<file path="src/rtl/rv_pkg.sv">
`default_nettype none
`timescale 1ns/1ps
// ============================================================================
// Module   : rv_pkg
// Brief    : Shared RV32I decode definitions: opcodes, immediate formats and
//            the decoded-entry record carried through the decode buffer.
// Revision : 1.0
// ============================================================================
package rv_pkg;

    // Entries are sized for the widest supported datapath; users slice down.
    localparam int c_XLEN_MAX = 64;
    localparam int c_RAW_AW   = 5;

    localparam logic [6:0] OP_LUI    = 7'b0110111;
    localparam logic [6:0] OP_AUIPC  = 7'b0010111;
    localparam logic [6:0] OP_JAL    = 7'b1101111;
    localparam logic [6:0] OP_JALR   = 7'b1100111;
    localparam logic [6:0] OP_BRANCH = 7'b1100011;
    localparam logic [6:0] OP_LOAD   = 7'b0000011;
    localparam logic [6:0] OP_STORE  = 7'b0100011;
    localparam logic [6:0] OP_ALUI   = 7'b0010011;
    localparam logic [6:0] OP_ALU    = 7'b0110011;

    localparam logic [6:0] c_F7_BASE = 7'b0000000;
    localparam logic [6:0] c_F7_ALT  = 7'b0100000;
    localparam logic [6:0] c_F7_MEXT = 7'b0000001;

    typedef enum logic [2:0] {
        IMM_NONE = 3'd0,
        IMM_I    = 3'd1,
        IMM_S    = 3'd2,
        IMM_B    = 3'd3,
        IMM_U    = 3'd4,
        IMM_J    = 3'd5
    } imm_fmt_e;

    typedef struct packed {
        logic [c_XLEN_MAX-1:0] pc;
        logic [6:0]            opcode;
        logic [2:0]            funct3;
        logic                  alt;
        logic [c_RAW_AW-1:0]   rs1;
        logic [c_RAW_AW-1:0]   rs2;
        logic [c_RAW_AW-1:0]   rd;
        logic                  rs1_used;
        logic                  rs2_used;
        logic [c_XLEN_MAX-1:0] imm;
        logic                  we;
        logic                  illegal;
        logic                  mext;
    } decode_entry_t;

    function automatic imm_fmt_e imm_fmt_of(input logic [6:0] op);
        imm_fmt_e fmt;
        case (op)
            OP_LUI, OP_AUIPC:           fmt = IMM_U;
            OP_JAL:                     fmt = IMM_J;
            OP_JALR, OP_LOAD, OP_ALUI:  fmt = IMM_I;
            OP_BRANCH:                  fmt = IMM_B;
            OP_STORE:                   fmt = IMM_S;
            default:                    fmt = IMM_NONE;
        endcase
        return fmt;
    endfunction

endpackage

`default_nettype wire

</file>
<file path="src/rtl/decode_logic.sv">
`default_nettype none
`timescale 1ns/1ps
// ============================================================================
// Module   : decode_logic
// Brief    : Combinational RV32I field decode (instr/pc -> decode_entry_t).
//            Define DECODE_MEXT_EN to accept RV32M register-register ops.
// Revision : 1.0
// ============================================================================
module decode_logic
    import rv_pkg::*;
(
    input  logic [31:0]           i_instr,
    input  logic [c_XLEN_MAX-1:0] i_pc,
    output decode_entry_t         o_entry
);

    logic [6:0]            w_op;
    logic [2:0]            w_f3;
    logic [6:0]            w_f7;
    logic                  w_sign;
    logic [c_XLEN_MAX-1:0] w_imm_i;
    logic [c_XLEN_MAX-1:0] w_imm_s;
    logic [c_XLEN_MAX-1:0] w_imm_b;
    logic [c_XLEN_MAX-1:0] w_imm_u;
    logic [c_XLEN_MAX-1:0] w_imm_j;
    logic [c_XLEN_MAX-1:0] w_imm;
    logic                  w_known;
    logic                  w_bad;
    logic                  w_wr;
    logic                  w_alt;
    logic                  w_rs1u;
    logic                  w_rs2u;
    logic                  w_mext;
    logic                  w_illegal;

    assign w_op   = i_instr[6:0];
    assign w_f3   = i_instr[14:12];
    assign w_f7   = i_instr[31:25];
    assign w_sign = i_instr[31];

    assign w_imm_i = {{52{w_sign}}, i_instr[31:20]};
    assign w_imm_s = {{52{w_sign}}, i_instr[31:25], i_instr[11:7]};
    assign w_imm_b = {{51{w_sign}}, i_instr[31], i_instr[7], i_instr[30:25], i_instr[11:8], 1'b0};
    assign w_imm_u = {{32{w_sign}}, i_instr[31:12], 12'b0};
    assign w_imm_j = {{43{w_sign}}, i_instr[31], i_instr[19:12], i_instr[20], i_instr[30:21], 1'b0};

    always_comb begin
        case (imm_fmt_of(w_op))
            IMM_I:   w_imm = w_imm_i;
            IMM_S:   w_imm = w_imm_s;
            IMM_B:   w_imm = w_imm_b;
            IMM_U:   w_imm = w_imm_u;
            IMM_J:   w_imm = w_imm_j;
            default: w_imm = '0;
        endcase
    end

    always_comb begin
        w_known = 1'b1;
        w_bad   = 1'b0;
        w_wr    = 1'b0;
        w_alt   = 1'b0;
        w_rs1u  = 1'b0;
        w_rs2u  = 1'b0;
        w_mext  = 1'b0;
        case (w_op)
            OP_LUI, OP_AUIPC, OP_JAL: w_wr = 1'b1;
            OP_JALR, OP_LOAD: begin
                w_wr   = 1'b1;
                w_rs1u = 1'b1;
            end
            OP_BRANCH, OP_STORE: begin
                w_rs1u = 1'b1;
                w_rs2u = 1'b1;
            end
            OP_ALUI: begin
                w_wr   = 1'b1;
                w_rs1u = 1'b1;
                // Only the shift-immediates reuse funct7 as an opcode extension.
                if (w_f3 == 3'b001) begin
                    w_bad = (w_f7 != c_F7_BASE);
                end else if (w_f3 == 3'b101) begin
                    w_bad = (w_f7 != c_F7_BASE) && (w_f7 != c_F7_ALT);
                    w_alt = i_instr[30];
                end
            end
            OP_ALU: begin
                w_wr   = 1'b1;
                w_rs1u = 1'b1;
                w_rs2u = 1'b1;
                w_alt  = i_instr[30];
                case (w_f7)
                    c_F7_BASE: w_bad = 1'b0;
                    c_F7_ALT:  w_bad = (w_f3 != 3'b000) && (w_f3 != 3'b101);
                    c_F7_MEXT: begin
                        w_alt = 1'b0;
`ifdef DECODE_MEXT_EN
                        w_mext = 1'b1;
`else
                        w_bad  = 1'b1;
`endif
                    end
                    default:   w_bad = 1'b1;
                endcase
            end
            default: w_known = 1'b0;
        endcase
        w_illegal = (i_instr[1:0] != 2'b11) || !w_known || w_bad;
    end

    always_comb begin
        o_entry          = '0;
        o_entry.pc       = i_pc;
        o_entry.opcode   = w_op;
        o_entry.funct3   = w_f3;
        o_entry.alt      = w_alt;
        o_entry.rs1      = i_instr[19:15];
        o_entry.rs2      = i_instr[24:20];
        o_entry.rd       = i_instr[11:7];
        o_entry.rs1_used = w_rs1u;
        o_entry.rs2_used = w_rs2u;
        o_entry.imm      = w_imm;
        o_entry.we       = w_wr && (i_instr[11:7] != 5'd0) && !w_illegal;
        o_entry.illegal  = w_illegal;
        o_entry.mext     = w_mext;
    end

endmodule

`default_nettype wire

</file>
<file path="src/rtl/decode_stage.sv">
`default_nettype none
`timescale 1ns/1ps
// ============================================================================
// Module   : decode_stage
// Brief    : Handshaked RV32I decode stage with a two-entry skid buffer and
//            synchronous flush. DECODE_MEXT_EN enables RV32M decode.
// Revision : 1.0
// ============================================================================
module decode_stage
    import rv_pkg::*;
#(
    parameter int XLEN   = 32,
    parameter int REG_AW = 5
) (
    input  logic              clk,
    input  logic              rst_n,
    input  logic              flush,
    input  logic              in_valid,
    output logic              in_ready,
    input  logic [31:0]       in_instr,
    input  logic [XLEN-1:0]   in_pc,
    output logic              out_valid,
    input  logic              out_ready,
    output logic [XLEN-1:0]   out_pc,
    output logic [6:0]        out_opcode,
    output logic [2:0]        out_funct3,
    output logic              out_alt,
    output logic [REG_AW-1:0] out_rs1,
    output logic [REG_AW-1:0] out_rs2,
    output logic [REG_AW-1:0] out_rd,
    output logic              out_rs1_used,
    output logic              out_rs2_used,
    output logic [XLEN-1:0]   out_imm,
    output logic              out_we,
    output logic              out_illegal,
    output logic              out_mext
);

    typedef enum logic [1:0] {
        ST_EMPTY = 2'd0,
        ST_ONE   = 2'd1,
        ST_TWO   = 2'd2
    } buf_state_e;

    buf_state_e            r_state;
    decode_entry_t         r_main;
    decode_entry_t         r_skid;
    decode_entry_t         w_dec;
    logic                  r_out_valid;
    logic                  r_in_ready;
    logic [c_XLEN_MAX-1:0] w_pc_ext;
    logic                  w_accept;
    logic                  w_pop;

    assign w_pc_ext = c_XLEN_MAX'(in_pc);

    decode_logic u_decode (
        .i_instr (in_instr),
        .i_pc    (w_pc_ext),
        .o_entry (w_dec)
    );

    assign w_accept = in_valid && r_in_ready && !flush;
    assign w_pop    = r_out_valid && out_ready;

    // in_ready is precomputed for the next cycle so fetch never sees a
    // combinational path from out_ready.
    always_ff @(posedge clk) begin
        if (!rst_n) begin
            r_state     <= ST_EMPTY;
            r_out_valid <= 1'b0;
            r_in_ready  <= 1'b1;
            r_main      <= '0;
            r_skid      <= '0;
        end else if (flush) begin
            r_state     <= ST_EMPTY;
            r_out_valid <= 1'b0;
            r_in_ready  <= 1'b1;
        end else begin
            case (r_state)
                ST_EMPTY: begin
                    if (w_accept) begin
                        r_main      <= w_dec;
                        r_out_valid <= 1'b1;
                        r_state     <= ST_ONE;
                    end
                end
                ST_ONE: begin
                    if (w_pop && w_accept) begin
                        r_main <= w_dec;
                    end else if (w_pop) begin
                        r_out_valid <= 1'b0;
                        r_state     <= ST_EMPTY;
                    end else if (w_accept) begin
                        r_skid     <= w_dec;
                        r_in_ready <= 1'b0;
                        r_state    <= ST_TWO;
                    end
                end
                ST_TWO: begin
                    if (w_pop) begin
                        r_main     <= r_skid;
                        r_in_ready <= 1'b1;
                        r_state    <= ST_ONE;
                    end
                end
                default: begin
                    r_state     <= ST_EMPTY;
                    r_out_valid <= 1'b0;
                    r_in_ready  <= 1'b1;
                end
            endcase
        end
    end

    assign in_ready     = r_in_ready;
    assign out_valid    = r_out_valid;
    assign out_pc       = r_main.pc[XLEN-1:0];
    assign out_opcode   = r_main.opcode;
    assign out_funct3   = r_main.funct3;
    assign out_alt      = r_main.alt;
    assign out_rs1      = REG_AW'(r_main.rs1);
    assign out_rs2      = REG_AW'(r_main.rs2);
    assign out_rd       = REG_AW'(r_main.rd);
    assign out_rs1_used = r_main.rs1_used;
    assign out_rs2_used = r_main.rs2_used;
    assign out_imm      = r_main.imm[XLEN-1:0];
    assign out_we       = r_main.we;
    assign out_illegal  = r_main.illegal;
    assign out_mext     = r_main.mext;

    // Upper halves of the wide entry fields are dead on a 32-bit datapath.
    if (XLEN < c_XLEN_MAX) begin : g_narrow_xlen
        logic w_unused_hi;
        assign w_unused_hi = ^{r_main.pc[c_XLEN_MAX-1:XLEN], r_main.imm[c_XLEN_MAX-1:XLEN]};
    end

endmodule

`default_nettype wire

</file>
<file path="config.mk">
export PLATFORM = sky130hd
export DESIGN_NAME = decode_stage
export DESIGN_NICKNAME = d
export VERILOG_FILES = /design/src/rtl/rv_pkg.sv /design/src/rtl/decode_logic.sv /design/src/rtl/decode_stage.sv
export SDC_FILE = /design/constraint.sdc
export NUM_CORES = 1
export LEC_CHECK = 0
export CORE_UTILIZATION = 57
export DETAILED_ROUTE_END_ITERATION = 6
export DONT_BUFFER_PORTS = 1
export PLACE_DENSITY = 0.87
export REMOVE_ABC_BUFFERS = 1
export SLEW_MARGIN = 20
export SYNTH_ARGS = -nofsm -noshare
export SYNTH_HDL_FRONTEND = slang
export SYNTH_SLANG_ARGS = --single-unit
</file>
<file path="constraint.sdc">
create_clock -name clk -period 1.9 [get_ports clk]
set_input_delay 0.38 -clock clk [delete_from_list [all_inputs] [get_ports clk]]
set_output_delay 0.38 -clock clk [all_outputs]
set_load 0.01 [all_outputs]
</file>
* Word level (Yosys, flattened, before mapping)
Cells that the tools add are included.
** Operators by class
- $mul :: 0
- Mux-type cells :: 33
- Eq/ne operators :: 31
- Shifts and indexed selects :: 0
- Add/subtract/negate cells :: 0
- Bitwise logic cells :: 6
- $lt $le $gt $ge :: 0
- Reduce and logical (&&, ||, !) cells :: 31
- Divide/modulo/power cells :: 0
** Operators by type and width (number)
- $mux 127 :: 3
- $pmux 127 s3 :: 1
- $pmux 64 s5 :: 1
- $eq 7x6->1 const B :: 4
- $eq 7x7->1 const B :: 3
- $mux 1 :: 16
- $ne 2x2->1 const B :: 8
- $pmux 3 s5 :: 1
- $reduce_and 5->1 :: 3
- $eq 7x5->1 const B :: 2
- $mux 2 :: 5
- $eq 3x3->1 const B :: 3
- $reduce_or 9->1 :: 1
- $logic_and 1x1->1 :: 8
- $reduce_and 4->1 :: 2
- $eq 7x1->1 const B :: 1
- $eq 7x2->1 const B :: 1
- $logic_not 7->1 :: 1
- $ne 7x6->1 const B :: 1
- $reduce_bool 7->1 :: 1
- $reduce_or 7->1 :: 1
- $eq 3x1->1 const B :: 2
- $eq 3x2->1 const B :: 2
- $ne 3x3->1 const B :: 2
- 14 further kinds :: 28
** Storage, ports and cells
- Register bits after elaboration :: 225
- Input port bits :: 69
- Memories kept :: 0
- Latch bits :: 0
- Memory bits (writable) :: 0
- Word-level logic and storage cells :: 129
- ROM bits :: 0
- Output and inout bits :: 97

* Logic depth before layout (Yosys ltp)
Gate-level depths: netlist of the first run.
- Word-level depth :: 10
- Mapped depth :: 8
- Depth with buffers taken out :: 5

* Cells and area by module
A second synthesis of the first run with hierarchy kept.
** Second synthesis, totals
- Cell total of the unflattened synthesis :: 1199
- Area total of the unflattened synthesis :: 9819.4 um^2
** By module, submodules not included
- decode_stage :: cells an instance 979, area each 8135.3 um^2, times used 1, sequential area each 3883.7 um^2
- decode_logic :: cells an instance 220, area each 1684.1 um^2, times used 1, sequential area each 0.0 um^2

* Worst setup path before layout of the first run
Ideal clock, no wire load.
- Path kind :: input to register
- Start point :: input in_instr[2]
- End point :: register r_skid[23] (netlist name)
- Path buffers :: 3
- Cell stages on the path :: 8
- Slack :: 0.064 ns
- Library setup time :: 0.122 ns
- Required time :: 1.778 ns
- Data arrival time :: 1.714 ns
- Cells stage by stage :: buf_4 > and3_4 > and2_4 > or3_1 > buf_6 > a21oi_4 > buf_8 > a21oi_2
** Between the ends
- Cells in the longest elaborated chain, start to end :: 5
- Elaborated cells on any way between the ends :: 17
- Those cells by class :: eq/ne (13); mux (2); reduce/logical (2)
** Ends and longest elaborated chain
- start: declaration :: RTL line decode_stage.sv:20 : input logic [31:0] in_instr,
- $eq 7x7->1 (tied with other cells) :: RTL line rv_pkg.sv:56 : case (op)
- $reduce_or 3->1 or $reduce_or 2->1 (tied branches) :: RTL line rv_pkg.sv:56
- $pmux 3 s5 * :: RTL line rv_pkg.sv:56
- $eq 3x3->1 (tied with other cells) :: RTL line decode_logic.sv:48 : case (imm_fmt_of(w_op))
- $pmux 64 s5 * :: RTL line decode_logic.sv:48
- end signal: assignment :: RTL line decode_stage.sv:95 : r_skid <= w_dec;
- end: declaration :: RTL line decode_stage.sv:47 : decode_entry_t r_skid;
Mark *: on every way between the ends. The rest lies on a longest branch, timed or not.
A chain may end at the register's enable or synchronous reset.

* Worst setup path in the final report of the first run
- Start point :: register r_state[1]
- End point :: register r_main, in the netlist out_imm[0]
** Between the ends
- Cells in the longest elaborated chain, start to end :: 3
- Elaborated cells on any way between the ends :: 9
- Those cells by class :: eq/ne (5); mux (1); reduce/logical (3)
** Ends and longest elaborated chain
- start: declaration :: RTL line decode_stage.sv:45 : buf_state_e r_state;
- start signal: assignment :: RTL line decode_stage.sv:70 : r_state <= ST_EMPTY;
- start signal: assignment :: RTL line decode_stage.sv:76 : r_state <= ST_EMPTY;
- start signal: assignment :: RTL line decode_stage.sv:85 : r_state <= ST_ONE;
- $eq 2x1->1 (tied with other cells) :: RTL line decode_stage.sv:80 : case (r_state)
- $ne 2x2->1 (no line) or $reduce_bool 3->1 (tied branches)
- $reduce_and 5->1 (no line)
- end signal: assignment :: RTL line decode_stage.sv:83 : r_main <= w_dec;
- end signal: assignment :: RTL line decode_stage.sv:90 : r_main <= w_dec;
- end signal: assignment :: RTL line decode_stage.sv:102 : r_main <= r_skid;
- end: declaration :: RTL line decode_stage.sv:46 : decode_entry_t r_main;
Parallel ways exist; a longest one is shown, timed or not.

==> metrics.csv, run 1 <==
metric,value,unit
hold_viol,0,
wl_met1,8950,um
async_flop_share,0,%
die_w,122,um
routed-wl-met2,9850,um
layout.cells.most_common,nand2_1,
ioPinCount,166,
dpl_cell_area,8540,um^2
worstMarginPinSlew,1.00,ns
netlist_area,8210,um^2
synth_seq_cells,192,
critPathArrivalTime,2.15,ns
core,14000,um^2
status,"finished, final reports clean",
die_h,122,um
synth_edf_count,0,
synth-simple-area-share,23.3,%
gp_congestion,0.857,
crit_chain,nand2b_4 -> buf_12 -> buf_4 -> o21ai_0 -> a311o_1 -> nand2_1,
syn_inst,1032,
gr-total-overflow,0,
critPathKind,reg -> reg,
final_core_util,66.1,%
hpwl,13400,um
dpl_worst_slack,-0.160,ns
cts_tree,done,
dp.cells,1156,
vias_per_cell,6.16,
report.final.slew_viol_count,0,
required,2.28,ns
clock_path_buffers,2,
post_synth.cell_area_avg,7.95,um^2
whs,0.0623,ns
holdCritPathClass,in -> reg,
yosysUniqueCellTypes,64,
ir_worst_vdd,578,uV
drc,0,
max_slew_margin,32.7,%
htreeDepth,4,
timing.setup.tns,0,ns
worst_setup_path_end_kind,flop,
track_usage,27.9,%
mostFrequentLayoutCells,"nand2_1 (290), dfxtp_1 (192), a21oi_1 (105)",
synth_xor_area_share,0.107,%
synth_top_area_share,46.8,%
stdcell_area,9240,um^2
synth_top_family_by_area,compound AO/OA/AOI/OAI gates,
crit_path_max_fanout,68,
muxShareOfSynthArea,0.259,%
wl_met3,2040,um
dieArea,14900,um^2
synth_area_leaders,"dfxtp_1 (47%), nand2_1 (13%), a21oi_1 (6.4%)",
maxCapViolations,0,
fin_crit,1.77,ns
synthFlopType,dfxtp_1,
nets,1066,
power_density,946,nW/um^2
portBuffers,0,
cts.reportedPaths.clkPinSlew,0.07,ns
setup_viol,0,
grt_pass1_wl,32900,um
clock-sinks,192,
total_power,8.75,mW
ctsRootBufferMaster,clkbuf_16,
yosysTopAreaCell,dfxtp_1,
numCtsBuffers,17,
dr.pass1.iters,6,
clk_latency,0.43,ns
routed-via-count,7329,
grt_max_degree,69,
synthAdderAreaFrac,0,%
start_util,58.7,%
cp_slowest_cell,buf_4,
top_layer,met4,
final_antenna_net_count,0,
skew,0.00616,ns
grt_pass1_vias,6588,
antenna_found_initial,0,
drive_gt1_share,9.90,%
syn2layout_area_growth,12.6,%
synth_compound_area_share,23.9,%
power.leakage,3.20,nW
ys_seq_area_share,46.8,%
stdcell_count,1190,
ys_warn_count,0,
layout_setup_ws,0.135,ns
wirelength,21300,um
startpoint_type,flop,
critPathMaxStageDelay,0.41,ns
wl_per_cell,17.9,um
rsz0062_at_grt,false,
num_antenna_cells,0,
drt_first_iter_violations,488,
fmax,0.566,GHz
row_count,43,
period_share,92.9,%
-- sequential cells by signal (all words and copies together) (netlist names), 2 cells and up --
signal,flops
r_state,2
out_opcode,7
out_pc,32
out_imm,32
r_skid,94
out_rd,5
out_rs2,5
out_rs1,5
out_funct3,3
-- cells by family after synthesis --
| kind of cell | Yosys count |
|---|---|
| AND/OR/NAND/NOR | 452 |
| AO/OA/AOI/OAI | 286 |
| flip-flops | 192 |
| buffers and inverters | 98 |
| multiplexers | 2 |
| XOR/XNOR | 1 |
| other | 1 |
-- worst max-delay path: cells and delay by family (launching register included) --
family | cells | cell delay [ns]
compound gates | 2 | 0.47
simple gates | 2 | 0.17
flops | 1 | 0.37
buf+inv | 2 | 0.70
-- per-layer routing --
metal / vias to the layer above / track usage (%)
met5: - / 0
met4: 0 / 10.8
met2: 277 / 45.7
met3: 37 / 8.85
met1: 3476 / 34.1
li1: 3539 / -
-- layout make-up --
class	instances	area, um^2
inverters	6	25.0
fillers	1158	4750
flip-flops and latches	192	3840
clock inverters	14	219
multi-input cells	742	3960
well taps	180	225
repair buffers	38	528
clock buffers	18	439
-- final timing paths --
| kind | startpoint | to | slack (ns) | depth (start not counted) |
|---|---|---|---|---|
| hold reg to reg | r_skid[102]$_SDFFE_PN0P_ | r_skid[102]$_SDFFE_PN0P_ | 0.45 | 2 |
| setup reg to reg | r_state[1]$_SDFFE_PP0P_ | out_imm[0]$_SDFFE_PN0P_ | 0.13 | 6 |
| setup / recovery | r_state[1]$_SDFFE_PP0P_ | out_imm[0]$_SDFFE_PN0P_ | 0.13 | 6 |
| hold / removal | flush | in_ready$_SDFFE_PP1P_ | 0.06 | 2 |
-- power breakdown --
group	internal, mW	total (mW)	switching (mW)	leakage, nW
Clock	2.29	3.93	1.64	0.319
Sequential	4.15	4.29	0.137	1.56
Combinational	0.213	0.523	0.309	1.32
Total	6.66	8.75	2.09	3.20
-- repair_timing --
item                                    in CTS  in global routing
setup buffers                                0                  1
resized for setup                            0                  1
hold buffers                                 0                  0
endpoints found under the setup margin       0                 17
-- cell usage after synthesis (2+ instances only) --
master    count
nor3_1        9
o32ai_1       2
a311oi_1     59
inv_1         5
dfxtp_1     192
a211oi_1      3
buf_6         3
o211ai_1      9
buf_4         4
nand4_1       3
nor2b_1       4
nand3b_1      5
nand2_1     290
nor2_1       92
nand3_1      17
or4_1         2
o21ai_0      40
o221ai_1     10
and4b_1       2
a31oi_1       2
a22oi_1       2
and2_4        2
a21oi_2      10
a221oi_1     14
clkbuf_1     49
a311o_1      12
a21oi_1     105
and3b_1       2
and2_1       11
buf_2        33
buf_1         2
nand2b_1      2
o21a_1        4
Power figures use the tool's default switching activity.
==> run 2: changes to the inputs <==
--- a/config.mk
+++ b/config.mk
@@ -8,6 +8,7 @@
 export CORE_UTILIZATION = 57
 export DETAILED_ROUTE_END_ITERATION = 6
 export DONT_BUFFER_PORTS = 1
+export MAX_ROUTING_LAYER = met4
 export PLACE_DENSITY = 0.87
 export REMOVE_ABC_BUFFERS = 1
 export SLEW_MARGIN = 20
==> constraint.sdc (replaced) <==
create_clock -name clk -period 1.9 [get_ports clk]
set_input_delay 0.095 -clock clk [delete_from_list [all_inputs] [get_ports clk]]
set_output_delay 0.095 -clock clk [all_outputs]
set_load 0.01 [all_outputs]
==> run 2 against run 1 <==
Sequential power barely moved; sequential share of layout area is 2.4 points lower; clock skew increased by 0.0047 ns; clock power fell by 9.2%; worst hold slack worse by 0.050 ns; core utilization rose by 4.1 points; wire length grew 7.7%; largest power group unchanged; via count up 5.9%; register-to-register slack lost 0.07 ns; first-iteration DRC count grew 52%; critical path depth fell by 1; non-clock buffer count increased by 69.
==> metrics.csv, run 2 (same netlist as run 1, synthesis figures left out) <==
metric,value,unit,change
status,"finished, final reports clean",,unchanged
cp_slowest_cell,dfxtp_1,,was buf_4
final_core_util,70.2,%,was 66.1%
gr-total-overflow,0,,unchanged
ir_worst_vdd,625,uV,was 578 uV
wirelength,22900,um,was 21300 um
regMostFlops,r_skid,,unchanged
reg2reg_to,out_pc[31]$_SDFFE_PN0P_,,was out_imm[0]$_SDFFE_PN0P_
stdcell_area,9820,um^2,was 9240 um^2
hold_viol,0,,unchanged
dr.pass1.iters,5,,was 6
startpoint_type,flop,,unchanged
required,2.22,ns,was 2.28 ns
stdcell_count,1259,,was 1190
power.leakage,3.44,nW,was 3.20 nW
clock-sinks,192,,unchanged
ioPinCount,166,,unchanged
largest_reg_flops,94,,unchanged
numCtsBuffers,17,,unchanged
skew,0.0108,ns,was 0.00616 ns
routed-via-count,7761,,was 7329
worst_setup_path_end_kind,flop,,unchanged
die_h,122,um,unchanged
drt_first_iter_violations,740,,was 488
cts.reportedPaths.clkPinSlew,0.08,ns,was 0.07 ns
final_antenna_net_count,0,,unchanged
crit_chain,and4bb_4 -> o21a_4 -> buf_12 -> nor2_1 -> a311oi_1,,was nand2b_4 -> buf_12 -> buf_4 -> o21ai_0 -> a311o_1 -> nand2_1
portBuffers,0,,unchanged
syn2layout_area_growth,19.7,%,was 12.6%
r2r-start,in_ready$_SDFFE_PP1P_,,was r_state[1]$_SDFFE_PP0P_
timing.setup.tns,0,ns,unchanged
clk_latency,0.44,ns,was 0.43 ns
nets,1135,,was 1066
rsz0062_at_grt,false,,unchanged
power_density,871,nW/um^2,was 946 nW/um^2
fin_crit,1.84,ns,was 1.77 ns
path_depth,5,,was 6
clock_path_buffers,2,,unchanged
worstMarginPinSlew,0.920,ns,was 1.00 ns
fillers,1054,,was 1158
critPathKind,reg -> reg,,unchanged
reg2reg_slack,0.06,ns,was 0.13 ns
die_w,122,um,unchanged
worst-path-buf-inv,1,,was 2
critPathMaxStageDelay,0.42,ns,was 0.41 ns
drive_gt1_share,9.64,%,was 9.90%
cp_top_family,compound AO/OA/AOI/OAI gates,,was buffers and inverters
antenna_found_initial,0,,unchanged
setup_viol,0,,unchanged
layout.cells.most_common,nand2_1,,unchanged
vias_per_cell,6.16,,about the same
maxCapViolations,0,,unchanged
hold_start,in_instr[6],,was flush
whs_path_depth,4,,was 2
cts_tree,done,,unchanged
gp_congestion,0.879,,was 0.857
dp.cells,1150,,was 1156
hpwl,13300,um,was 13400 um
core,14000,um^2,unchanged
num_antenna_cells,0,,unchanged
grt_pass1_wl,35100,um,was 32900 um
rr_worst_depth,5,,was 6
drc,0,,unchanged
grt_pass1_vias,7034,,was 6588
fmax,0.545,GHz,was 0.566 GHz
report.final.slew_viol_count,0,,unchanged
track_usage,30.9,%,was 27.9%
holdPathEnd,r_skid[68]$_SDFFE_PN0P_,,was in_ready$_SDFFE_PP1P_
dpl_cell_area,8420,um^2,was 8540 um^2
dieArea,14900,um^2,unchanged
crit_path_max_fanout,48,,was 68
ctsRootBufferMaster,clkbuf_16,,unchanged
critPathArrivalTime,2.16,ns,was 2.15 ns
grt_max_degree,101,,was 69
period_share,96.6,%,was 92.9%
row_count,43,,unchanged
holdCritPathClass,in -> reg,,unchanged
mostFrequentLayoutCells,"nand2_1 (288), dfxtp_1 (192), a21oi_1 (105)",,"was nand2_1 (290), dfxtp_1 (192), a21oi_1 (105)"
htreeDepth,4,,unchanged
start_util,58.7,%,unchanged
max_slew_margin,38.3,%,was 32.7%
wl_per_cell,18.2,um,was 17.9 um
-- run 2: area by class of cell --
| cell class | count | area (um^2) | area share (%) |
|---|---|---|---|
| Sequential cell | 192 | 3840 | 39.1 |
| Clock inverter | 14 | 160 | 1.63 |
| Clock buffer | 18 | 439 | 4.47 |
| Inverter | 6 | 25.0 | 0.255 |
| Timing Repair Buffer | 107 | 1160 | 11.8 |
| Tap cell | 180 | 225 | 2.29 |
| Multi-Input combinational cell | 742 | 3970 | 40.4 |
-- run 2: report_power, final --
part	total [mW]	switching [mW]	internal [mW]
clock network	3.57	1.75	1.81
logic	0.700	0.396	0.304
registers	4.29	0.140	4.15
-- run 2: worst max-delay path by stage --
stage / startpoint / to / slack (ns)
global route: out_valid$_SDFFE_PP0P_ / out_pc[21]$_SDFFE_PN0P_ / 0.02
global placement: in_instr[3] / out_imm[25]$_SDFFE_PN0P_ / 0.1
CTS: r_state[1]$_SDFFE_PP0P_ / out_pc[23]$_SDFFE_PN0P_ / 0.06
floorplan: r_state[0]$_SDFFE_PP0P_ / out_imm[20]$_SDFFE_PN0P_ / -3.60
detailed placement: in_instr[3] / out_imm[27]$_SDFFE_PN0P_ / 0.06
finish: in_ready$_SDFFE_PP1P_ / out_pc[31]$_SDFFE_PN0P_ / 0.06
-- run 2: timing repair --
| item | CTS | global route |
|---|---|---|
| buffers inserted | 0 | 7 |
| endpoints found under the hold margin | 179 | 0 |
| setup endpoints to repair | 0 | 81 |
| hold buffers | 69 | 0 |
| gates resized for setup | 0 | 8 |
-- run 2: routing by layer --
metal	wire length, um	global-route usage, %	part of all wire [%]	vias to the layer above
met5	0	-	0	-
met4	582	11.5	2.5	0
met3	2360	8.71	10	61
met2	11100	50.9	48	383
met1	8920	35.6	39	3640
li1	-	-	-	3677
-- run 2: per-stage QoR --
| stage | total power, mW | setup slack (ns) | hold WS [ns] |
|---|---|---|---|
| after floorplan | 4.72 | -3.60 | 0.195 |
| after global placement | 4.86 | 0.0991 | 0.211 |
| after detailed placement | 4.88 | 0.0614 | 0.212 |
| after CTS | 8.56 | 0.0612 | 0.00202 |
| after global routing | 8.84 | 0.0165 | 0.0371 |
| final | 8.56 | 0.0638 | 0.0127 |
-- run 2: worst register-to-register path, delay by kind of cell, from the launching register on --
kind / cells / cell delay (ns)
AND/OR/NAND/NOR: 2 / 0.46
flip-flops: 1 / 0.42
buffers and inverters: 1 / 0.26
AO/OA/AOI/OAI: 2 / 0.58
==> run 3: changes to the inputs <==
--- a/config.mk
+++ b/config.mk
@@ -5,7 +5,9 @@
 export SDC_FILE = /design/constraint.sdc
 export NUM_CORES = 1
 export LEC_CHECK = 0
-export CORE_UTILIZATION = 57
+export CELL_PAD_IN_SITES_DETAIL_PLACEMENT = 1
+export CELL_PAD_IN_SITES_GLOBAL_PLACEMENT = 2
+export CORE_UTILIZATION = 33
 export DETAILED_ROUTE_END_ITERATION = 6
 export DONT_BUFFER_PORTS = 1
 export MAX_ROUTING_LAYER = met4
==> run 3 against run 2 <==
Core utilization decreased by 29 points; worst hold slack improved by 0.00078 ns; clock-buffer cell count stayed put; power up 1.8%; clock power is 3% higher; sequential share of layout area decreased by 0.78 points; clock skew shrank 0.0026 ns; sequential power hardly changed; register-to-register slack gained 0.03 ns; via count decreased by 1.4%; critical path type unchanged.
==> metrics.csv, run 3 (same netlist as run 1, synthesis figures left out) <==
metric,value,unit,change
largest_reg_flops,94,,unchanged
switching_power,2.25,mW,was 2.29 mW
fmax,0.553,GHz,was 0.545 GHz
worstMarginPinSlew,1.08,ns,was 0.920 ns
crit_path_max_fanout,6,,was 48
regMostFlops,r_skid,,unchanged
holdPathEnd,r_skid[10]$_SDFFE_PN0P_,,was r_skid[68]$_SDFFE_PN0P_
seq_area,3840,um^2,about the same
grt_pass1_vias,7847,,was 7034
maxCapViolations,0,,unchanged
setup_viol,0,,unchanged
dieArea,25500,um^2,was 14900 um^2
period_share,95.2,%,was 96.6%
required,2.21,ns,was 2.22 ns
top_layer,met4,,unchanged
hold_start,rst_n,,was in_instr[6]
status,"finished, final reports clean",,unchanged
multi_input_area,3980,um^2,was 3970 um^2
die_h,160,um,was 122 um
wirelength,27200,um,was 22900 um
combPwrFrac,8.2,%,about the same
dpl_cell_area,8670,um^2,was 8420 um^2
cts.reportedPaths.clkPinSlew,0.07,ns,was 0.08 ns
cts_tree,done,,unchanged
start_util,33.7,%,was 58.7%
power.leakage,3.45,nW,was 3.44 nW
stdcell_area,10000,um^2,was 9820 um^2
reg2reg_slack,0.09,ns,was 0.06 ns
numCtsBuffers,17,,unchanged
holdCritPathClass,in -> reg,,unchanged
critPathKind,reg -> reg,,unchanged
layout.cells.most_common,nand2_1,,unchanged
ioPinCount,166,,unchanged
dp.cells,1300,,was 1150
crit_chain,nand2_1 -> nand2_1 -> o21a_1 -> o32ai_1 -> nand2_1 -> dlygate4sd3_1,,was and4bb_4 -> o21a_4 -> buf_12 -> nor2_1 -> a311oi_1
startpoint_type,flop,,unchanged
switching_share,25.8,%,was 26.7%
clock-sinks,192,,unchanged
clk_latency,0.43,ns,was 0.44 ns
skew,0.00821,ns,was 0.0108 ns
clockPowerShare,42.4,%,was 41.7%
cp_top_family,buffers and inverters,,was compound AO/OA/AOI/OAI gates
drt_first_iter_violations,415,,was 740
report.final.slew_viol_count,0,,unchanged
grt_max_degree,80,,was 101
final_core_util,41.2,%,was 70.2%
power_density,869,nW/um^2,was 871 nW/um^2
reg2reg_to,in_ready$_SDFFE_PP1P_,,was out_pc[31]$_SDFFE_PN0P_
fin_crit,1.81,ns,was 1.84 ns
wl_met1,12000,um,was 8920 um
drive_gt1_share,9.99,%,was 9.64%
num_antenna_cells,0,,unchanged
whs_path_depth,2,,was 4
track_usage,21.9,%,was 30.9%
vias_per_cell,5.45,,was 6.16
ir_worst_vdd,590,uV,was 625 uV
row_count,57,,was 43
dr.pass1.iters,4,,was 5
syn2layout_area_growth,22.2,%,was 19.7%
hold_viol,0,,unchanged
wl_met3,1830,um,was 2360 um
stdcell_count,1405,,was 1259
htreeDepth,4,,unchanged
clock_path_buffers,2,,unchanged
mostFrequentLayoutCells,"nand2_1 (288), dfxtp_1 (191), a21oi_1 (105)",,"was nand2_1 (288), dfxtp_1 (192), a21oi_1 (105)"
critPathMaxStageDelay,0.56,ns,was 0.42 ns
cp_common_cell,nand2_1,,
wl_per_cell,19.3,um,was 18.2 um
portBuffers,0,,unchanged
worst-path-buf-inv,1,,unchanged
max_slew_margin,27.8,%,was 38.3%
ctsRootBufferMaster,clkbuf_16,,unchanged
fillers,2852,,was 1054
final_antenna_net_count,0,,unchanged
critPathArrivalTime,2.12,ns,was 2.16 ns
pwr-share-seq,49.4,%,was 50.1%
gp_congestion,0.771,,was 0.879
core,24300,um^2,was 14000 um^2
cp_slowest_cell,dlygate4sd3_1,,was dfxtp_1
routed-via-count,7653,,was 7761
routed-wl-met2,12900,um,was 11100 um
grt_pass1_wl,43100,um,was 35100 um
die_w,160,um,was 122 um
p_int,6.46,mW,was 6.27 mW
r2r-start,out_valid$_SDFFE_PP0P_,,was in_ready$_SDFFE_PP1P_
rr_worst_depth,6,,was 5
hpwl,16600,um,was 13300 um
nets,1137,,was 1135
gr-total-overflow,0,,unchanged
drc,0,,unchanged
worst_setup_path_end_kind,flop,,unchanged
antenna_found_initial,0,,unchanged
## run 3: power groups by stage
stage	registers (mW)	logic, mW	clock network (mW)
CTS	4.30	0.708	3.78
global placement	4.39	0.515	0
finish	4.30	0.716	3.69
detailed placement	4.39	0.529	0
global route	4.31	0.792	3.95
floorplan	4.36	0.360	0
## run 3: final cells by class
class | count | area share, %
Clock inverter | 14 | 1.55
Clock buffer | 18 | 4.38
Inverter | 6 | 0.250
Tap cell | 324 | 4.04
Multi-Input combinational cell | 742 | 39.7
Timing Repair Buffer | 109 | 11.8
Sequential cell | 192 | 38.4
## run 3: metrics by stage
| stage | setup TNS, ns | total power, mW | hold WS [ns] | setup WS, ns |
|---|---|---|---|---|
| 4_1_cts | 0 | 8.79 | 0.00253 | 0.0698 |
| 2_1_floorplan | -496.34 | 4.72 | 0.195 | -3.60 |
| 3_5_place_dp | 0 | 4.92 | 0.206 | 0.00995 |
| 3_3_place_gp | 0 | 4.91 | 0.207 | 0.0298 |
| 6_report | 0 | 8.71 | 0.0135 | 0.0909 |
| 5_1_grt | -0.00106 | 9.05 | 0.0214 | -0.00106 |
## run 3: metal layers
metal  up-vias  track usage, %
li1       3688               -
met1      3731            26.6
met2       197            35.4
met3        37            5.43
met4         0            7.04
met5         -               -
## run 3: worst max-delay path by stage
stage,start,to,slack (ns),cells past startpoint
2_1_floorplan,r_state[0]$_SDFFE_PP0P_,out_imm[20]$_SDFFE_PN0P_,-3.60,5
3_3_place_gp,in_instr[3],out_imm[20]$_SDFFE_PN0P_,0.03,5
3_5_place_dp,in_instr[3],out_imm[24]$_SDFFE_PN0P_,0.01,5
4_1_cts,r_state[1]$_SDFFE_PP0P_,out_pc[30]$_SDFFE_PN0P_,0.07,5
5_1_grt,out_valid$_SDFFE_PP0P_,in_ready$_SDFFE_PP1P_,-0.001,6
6_report,out_valid$_SDFFE_PP0P_,in_ready$_SDFFE_PP1P_,0.09,6
## run 3: what timing repair did
| action | in CTS | in global routing |
|---|---|---|
| hold buffers | 69 | 0 |
| setup buffers | 0 | 4 |
| setup endpoints to repair | 0 | 67 |
| hold endpoints to repair | 174 | 0 |
| gates resized for setup | 0 | 9 |
